<file path="src/rtl/ex_stage_reg_pkg.sv">
// Instruction ID constants shared by the decode, hazard and execute stages of the P7 core,
// plus the HI/LO-class decode used by every unit that arbitrates for the mult/div unit.
package ex_stage_reg_pkg;

  localparam int ID_W = 11;
  typedef logic [ID_W-1:0] instr_id_t;

  localparam instr_id_t ID_NOP   = 11'd0;
  localparam instr_id_t ID_ADDU  = 11'd1;
  localparam instr_id_t ID_OR    = 11'd2;
  localparam instr_id_t ID_ADD   = 11'd3;
  localparam instr_id_t ID_MULT  = 11'd8;
  localparam instr_id_t ID_MULTU = 11'd9;
  localparam instr_id_t ID_DIV   = 11'd10;
  localparam instr_id_t ID_DIVU  = 11'd11;
  localparam instr_id_t ID_MFHI  = 11'd12;
  localparam instr_id_t ID_MFLO  = 11'd13;
  localparam instr_id_t ID_MTHI  = 11'd14;
  localparam instr_id_t ID_MTLO  = 11'd15;

  // True for every instruction that starts the mult/div unit or touches HI/LO.
  function automatic logic is_md_class(input instr_id_t id);
    logic r;
    r = 1'b0;
    case (id)
      ID_MULT, ID_MULTU, ID_DIV, ID_DIVU,
      ID_MFHI, ID_MFLO, ID_MTHI, ID_MTLO: r = 1'b1;
      default:                            r = 1'b0;
    endcase
    return r;
  endfunction

endpackage

</file>
<file path="src/rtl/ex_stage_reg.sv">
// D->E pipeline register: owns the mult/div structural-hazard stall, CP0 flush of E,
// and a saturating count of cycles lost to the mult/div hazard.
module ex_stage_reg
  import ex_stage_reg_pkg::*;
#(
  parameter instr_id_t   NOP_ID   = ID_NOP,
  parameter logic [31:0] RESET_PC = 32'h0000_3000,
  parameter int          CNT_W    = 32
) (
  input  logic             clk,
  input  logic             reset,
  input  logic [ID_W-1:0]  d_instr_id,
  input  logic [31:0]      d_pc,
  input  logic [31:0]      d_rs_val,
  input  logic [31:0]      d_rt_val,
  input  logic [31:0]      d_imm,
  input  logic [4:0]       d_wr_addr,
  input  logic             d_is_bd,
  input  logic [4:0]       d_exc_code,
  input  logic             other_stall,
  input  logic             md_busy,
  input  logic             md_start,
  input  logic             flush,
  output logic [ID_W-1:0]  e_instr_id,
  output logic [31:0]      e_pc,
  output logic [31:0]      e_a,
  output logic [31:0]      e_b,
  output logic [31:0]      e_imm,
  output logic [4:0]       e_wr_addr,
  output logic             e_is_bd,
  output logic [4:0]       e_exc_code,
  output logic             e_valid,
  output logic             d_stall,
  output logic [CNT_W-1:0] md_stall_cnt
);

  logic w_md_class;
  logic w_md_hazard;
  logic w_d_stall;

  instr_id_t        r_instr_id;
  logic [31:0]      r_pc;
  logic [31:0]      r_a;
  logic [31:0]      r_b;
  logic [31:0]      r_imm;
  logic [4:0]       r_wr_addr;
  logic             r_is_bd;
  logic [4:0]       r_exc_code;
  logic             r_valid;
  logic [CNT_W-1:0] r_md_stall_cnt;

  assign w_md_class  = is_md_class(d_instr_id);
  assign w_md_hazard = w_md_class & (md_busy | md_start);
  // A flush must let F/D take the handler fetch, so it overrides any stall.
  assign w_d_stall   = (w_md_hazard | other_stall) & ~flush;

  always_ff @(posedge clk) begin
    if (reset) begin
      r_instr_id <= NOP_ID;
      r_pc       <= RESET_PC;
      r_a        <= '0;
      r_b        <= '0;
      r_imm      <= '0;
      r_wr_addr  <= '0;
      r_is_bd    <= 1'b0;
      r_exc_code <= '0;
      r_valid    <= 1'b0;
    end else if (flush) begin
      r_instr_id <= NOP_ID;
      r_pc       <= '0;
      r_a        <= '0;
      r_b        <= '0;
      r_imm      <= '0;
      r_wr_addr  <= '0;
      r_is_bd    <= 1'b0;
      r_exc_code <= '0;
      r_valid    <= 1'b0;
    end else if (w_d_stall) begin
      // The bubble keeps the stalled instruction's PC and delay-slot flag so an
      // interrupt taken on the bubble still yields the right EPC.
      r_instr_id <= NOP_ID;
      r_pc       <= d_pc;
      r_a        <= '0;
      r_b        <= '0;
      r_imm      <= '0;
      r_wr_addr  <= '0;
      r_is_bd    <= d_is_bd;
      r_exc_code <= '0;
      r_valid    <= 1'b0;
    end else begin
      r_instr_id <= d_instr_id;
      r_pc       <= d_pc;
      r_a        <= d_rs_val;
      r_b        <= d_rt_val;
      r_imm      <= d_imm;
      r_wr_addr  <= d_wr_addr;
      r_is_bd    <= d_is_bd;
      r_exc_code <= d_exc_code;
      r_valid    <= 1'b1;
    end
  end

  // Counts mult/div hazard cycles only; load-use stalls are not attributed here.
  always_ff @(posedge clk) begin
    if (reset) begin
      r_md_stall_cnt <= '0;
    end else if (w_md_hazard && !flush && (r_md_stall_cnt != {CNT_W{1'b1}})) begin
      r_md_stall_cnt <= r_md_stall_cnt + CNT_W'(1);
    end
  end

  assign e_instr_id   = r_instr_id;
  assign e_pc         = r_pc;
  assign e_a          = r_a;
  assign e_b          = r_b;
  assign e_imm        = r_imm;
  assign e_wr_addr    = r_wr_addr;
  assign e_is_bd      = r_is_bd;
  assign e_exc_code   = r_exc_code;
  assign e_valid      = r_valid;
  assign d_stall      = w_d_stall;
  assign md_stall_cnt = r_md_stall_cnt;

endmodule

</file>
<file path="config.mk">
export PLATFORM = sky130hd
export DESIGN_NAME = ex_stage_reg
export DESIGN_NICKNAME = d
export VERILOG_FILES = /design/src/rtl/ex_stage_reg_pkg.sv /design/src/rtl/ex_stage_reg.sv
export SDC_FILE = /design/constraint.sdc
export NUM_CORES = 1
export LEC_CHECK = 0
export ABC_AREA = 1
export BUFFER_PORTS_ARGS = -buffer_cell sky130_fd_sc_hd__buf_2
export CORE_ASPECT_RATIO = 0.8
export CORE_MARGIN = 3
export CORE_UTILIZATION = 40
export DETAILED_ROUTE_END_ITERATION = 12
export GPL_TIMING_DRIVEN = 0
export PLACE_DENSITY = 0.75
export SKIP_LAST_GASP = 1
export SLEW_MARGIN = 30
export SYNTH_ARGS = -nofsm -noshare
export SYNTH_HDL_FRONTEND = slang
export SYNTH_SLANG_ARGS = --single-unit
</file>
<file path="constraint.sdc">
create_clock -name clk -period 1.4 [get_ports clk]
set_input_delay 0.07 -clock clk [delete_from_list [all_inputs] [get_ports clk]]
set_output_delay 0.07 -clock clk [all_outputs]
set_load 0.01 [all_outputs]
</file>
==> Word-level counts from Yosys, hierarchy flattened <==
Memory sizes are Yosys's and may differ from the RTL's.
Index checks and enable logic that the tools add are counted.
{ "word_totals": {"elab_cells": 28, "output_inout_bits": 184, "regBits": 183, "romBits": 16, "memories": 1} }
{ "memory_table": {"columns": ["name", "words", "word_bits", "read_ports", "rd_ports_with_merged_regs", "wr", "line_no", "text"], "rows": [
  ["(no name shown)", 16, 1, 1, 0, 0, "ex_stage_reg_pkg.sv:25", "case (id)"]
]} }
{ "op_classes": {"bitwise_logic": 5, "reduce_logical": 6, "mux": 3, "n_eq_ne": 1, "addsub": 1} }
{ "op_table": {"columns": ["operator", "count"], "rows": [
  ["$add A32 B1 Y32 const B", 1],
  ["$ne A32 B32 Y1 const B", 1],
  ["$mux W14", 1],
  ["$logic_not A7 Y1", 1],
  ["$reduce_or A3 Y1", 1],
  ["$and A1 B1 Y1", 2],
  ["$logic_and A1 B1 Y1", 2],
  ["$mux W1", 2],
  ["$or A1 B1 Y1", 2],
  ["$reduce_or A2 Y1", 1],
  ["$logic_not A1 Y1", 1],
  ["$not A1 Y1", 1]
]} }

==> Logic depth before layout (Yosys ltp) <==
{ "depth": {"ltp_word": 6, "ltp_mapped": 11} }

==> Worst setup path before layout <==
OpenSTA, ideal clock, no wires.
{ "synth_timing": {"kind": "reg-to-reg", "from": "register r_md_stall_cnt[0], in the netlist md_stall_cnt[0]", "to": "register r_md_stall_cnt[19], in the netlist md_stall_cnt[19]", "t_arrival_ps": 1529, "setup_time_ps": 113, "stages_incl_launch_ff": 12, "required_time_ps": 1287, "slack_ps": -242, "path_cell_list": "dfxtp_1 > ha_1 > nand2_2 > nor2_2 > nand2_2 > nor2_4 > nand2_4 > buf_6 > nand2_1 > nor2_1 > nor2_1 > nor2_1"} }
{ "synth_between": {"elab_chain_len": 2, "word_cells_on_any_way": 3, "cone_classes": "1 x add/sub; 1 x eq/ne; 1 x reduce/logical"} }
{ "synth_rtl": {"columns": ["element", "line_no", "text"], "rows": [
  ["from (decl)", "ex_stage_reg.sv:50", "logic [CNT_W-1:0] r_md_stall_cnt;"],
  ["from (signal assigned)", "ex_stage_reg.sv:108", "r_md_stall_cnt <= r_md_stall_cnt + CNT_W'(1);"],
  ["branches (longest 2 deep; another with $add A32 B1 Y32)", null, null]
]} }
Parallel ways; which one is timed is not known.
A chain may end at the register's enable or synchronous reset.

==> Worst setup path in the final report <==
{ "layout_timing": {"from": "register r_md_stall_cnt[10], in the netlist md_stall_cnt[10]", "to": "register r_md_stall_cnt[24], in the netlist md_stall_cnt[24]"} }
The elaborated chain is that of the path after synthesis.

==> Implementation_results.wiki <==
{| class="wikitable"
! Metric !! Value
|-
| Number of global-route vias before repair || 7,477
|-
| Pin count of the biggest net entering global routing || 19
|-
| Sequential area share after synthesis || 57.7%
|-
| Total GRT Usage || 28.9%
|-
| Top area cells in the synthesized netlist || dfxtp_1 58%, nor2_1 14%, inv_1 11%, nand2_1 6.4%, nand3_1 2.4%
|-
| Placeable Area || 15,300 um^2
|-
| Mean instance size in the synthesized netlist || 7.64 um^2
|-
| Number of nets produced by synthesis || 989
|-
| Uppermost layer routed || met5
|-
| Clock transition at the register clock pins on the worst setup and hold paths after CTS || 70 ps
|-
| DR vias || 7,423
|-
| Post-Synthesis Cells || 832
|-
| Maximum fanout along the worst path || 5
|-
| Signed area change from the synthesized netlist to the final layout || 74.3%
|-
| Routed length per placed instance || 16.7 um
|-
| Num ports || 340
|-
| Commonest cells after routing, fill and taps aside || 352 x buf_2, 219 x nor2_1, 183 x inv_1, 156 x dfxtp_1, 153 x dlygate4sd3_1
|-
| Commonest non-fill, non-tap cell in the layout || buf_2
|-
| NumNets Final || 1,514
|-
| Power consumption || 0.0114 W
|-
| Type of the tightest min-delay check || in -> reg
|-
| Unrepaired setup endpoints after global routing || yes
|-
| Synth Warn # || 0
|-
| Post-route clock period utilization || 115%
|-
| Maximum buffer depth of the clock tree || 2
|-
| Sort of element at the start of the critical path || flop
|-
| Clock buffers created by TritonCTS || 17
|-
| Total congestion overflow after global routing || 0
|-
| Critical path data required time || 1710 ps
|-
| Post-route met1 wirelength || 9450 um
|-
| Total length of routed met2 wires || 12,900 um
|-
| Floorplan die width || 147 um
|-
| Clock latency reported for the late side of the worst-skew pair || 430 ps
|-
| Pins Over Slew Limit || 0
|-
| Number of distinct library cells after synthesis || 27
|-
| Filler cell count || 989
|-
| Total half-perimeter wirelength after legalization and detailed placement || 15,800 um
|-
| Violated checks || negative setup slack
|-
| Register area || 3710 um^2
|-
| Clock Root Buffer || clkbuf_16
|-
| Synth top area share || 57.7%
|-
| Via-per-instance ratio || 4.70
|-
| Aggregate routed wire length || 26,400 um
|-
| Starting density of the core || 41.6%
|-
| Critical path data arrival time || 1920 ps
|-
| Clock tree from TritonCTS || done
|-
| Post-synthesis register bit count || 183
|-
| Clk sink count || 183
|-
| Level count of the clock H-tree || 4
|-
| Number of hold-slack violations in the final timing report || 0
|-
| Drc violations || 0
|-
| Remaining number of nets flagged by the antenna check after routing || 0
|-
| First DRT Iteration DRCs || 558
|-
| Global placement routability congestion || 0.941
|-
| Layout cells sized above 1 || 38.2%
|-
| Synthesized area || 6350 um^2
|-
| Setup slack after layout || -208 ps
|-
| Worst slack at placement || -409 ps
|-
| Leakage dissipation || 5.94 nW
|-
| Worst setup EP type || flop
|-
| Global-route wire length before repair || 39,600 um
|-
| Count of buffers from port buffering || 339
|-
| Antenna violations before repair || 2
|-
| Met3 routed wirelength || 2710 um
|-
| Placement Rows || 40
|-
| Maximum achievable frequency || 622 MHz
|-
| Count of final setup violators || 32
|-
| Slew of the pin with the lowest slew margin || 452 ps
|-
| Worst reg-to-reg setup slack || -210 ps
|-
| Crit Path Class || reg -> reg
|-
| Total die area || 17,400 um^2
|-
| Area occupied by multi-input gates || 2260 um^2
|-
| Worst setup skew after layout || 10.9 ps
|-
| Cell accounting for the most synthesized area || dfxtp_1
|-
| Highest ir drop seen on vdd || 830 uV
|-
| Number of maximum-capacitance violations || 0
|-
| Final critical path time including I/O delays and setup || 1610 ps
|-
| Die height || 119 um
|-
| Remaining max-slew budget at the tightest pin || 69.7%
|-
| Status || finished, violations left
|-
| Power per cell area || 1030 nW/um^2
|-
| 1st-pass router iterations || 5
|}
[cells in the mapped netlist]
cell,number
inv_2,2
nand2_4,1
nand4_1,13
nor3_1,1
nand3b_1,2
a31oi_1,1
nand3_1,30
nand3b_2,1
nand3_2,3
dfxtp_1,183
clkbuf_1,4
ha_1,1
buf_6,6
nor2_2,3
a21oi_1,19
xnor2_1,1
buf_4,1
buf_2,13
o21ai_0,2
nand2_2,5
or2_2,1
clkinv_1,1
and2_1,1
nor2_1,245
nand2_1,108
nor2_4,1
inv_1,183
[metal layers]
metal	track usage [%]	up-vias
li1	-	3461
met1	31.4	3386
met2	49.7	464
met3	9.74	110
met4	15.9	2
met5	0	-
[flip-flops by register name, indices dropped and copies added, names as in the netlist]
signal / cells
e_is_bd: 1
e_instr_id: 11
e_imm: 32
e_exc_code: 5
md_stall_cnt: 32
e_pc: 32
e_valid: 1
e_wr_addr: 5
e_b: 32
e_a: 32
[through the flow]
step | instance area (um^2) | cells | utilization [%] | TNS (ps) | hold slack [ps]
after floorplan | 6470 | 832 | - | -639 | 129
after global placement | 8430 | 1381 | 55.2 | -40580 | 260
after detailed placement | 8430 | 1381 | 55.2 | -44020 | 269
after CTS | 10800 | 1575 | 70.7 | -5470 | -163
after global routing | 11100 | 1580 | 72.5 | -8520 | 76.1
final | 11100 | 1580 | 72.5 | -5360 | 58.1
[final timing paths]
kind / start / endpoint / depth (start not counted)
min reg2reg: md_stall_cnt[5]$_SDFFE_PP0P_ / md_stall_cnt[5]$_SDFFE_PP0P_ / 2
max: md_stall_cnt[10]$_SDFFE_PP0P_ / md_stall_cnt[24]$_SDFFE_PP0P_ / 10
min: flush / e_pc[19]$_SDFF_PP0_ / 4
max reg2reg: md_stall_cnt[10]$_SDFFE_PP0P_ / md_stall_cnt[24]$_SDFFE_PP0P_ / 10
[kinds of logic (layout without fill, tap and decap cells)]
group / count (synthesis) / after routing / synth area share [%]
compound gates: 22 / 22 / 1.75
xor+xnor: 1 / 1 / 0.138
fa+ha+maj: 1 / 1 / 0.197
buf+inv: 210 / 747 / 13.4
flops: 183 / 183 / 57.7
other cells: 0 / 1 / 0
simple gates: 415 / 415 / 26.8
[where the power goes]
part | internal (W) | leakage, nW | switching [W]
combinational | 0.000603 | 4.15 | 0.000508
sequential | 0.00532 | 1.50 | 0.0000384
clock | 0.00265 | 0.290 | 0.00229
total | 0.00857 | 5.94 | 0.00284
[layout make-up]
cell class                      instances  share of cell area (%)
Multi-Input combinational cell        439                    20.4
Clock buffer                           18                    4.07
Buffer                                 24                    1.48
Timing Repair Buffer                  506                    30.4
Antenna cell                            1                  0.0226
Inverter                              186                    6.31
Tap cell                              210                    2.37
Sequential cell                       183                    33.5
Clock inverter                         13                    1.40
[repair_timing]
item,CTS,global route
hold endpoints to repair,154,4
resized for setup,37,72
hold buffers,152,1
endpoints found under the setup margin,33,32
cloned,1,0
pin swaps,15,22
setup buffers,10,3
[critical path: stages (launching register included)]
cell     delay, ps
dfxtp_2        420
nand2_1        130
nor2_4         170
nand2_2         80
nor2_4         180
buf_4          150
inv_1           40
nor2_2         120
nand3_1         90
nand2_1         80
nor2_1          40
No activity file was read; power rests on OpenSTA's default activity.
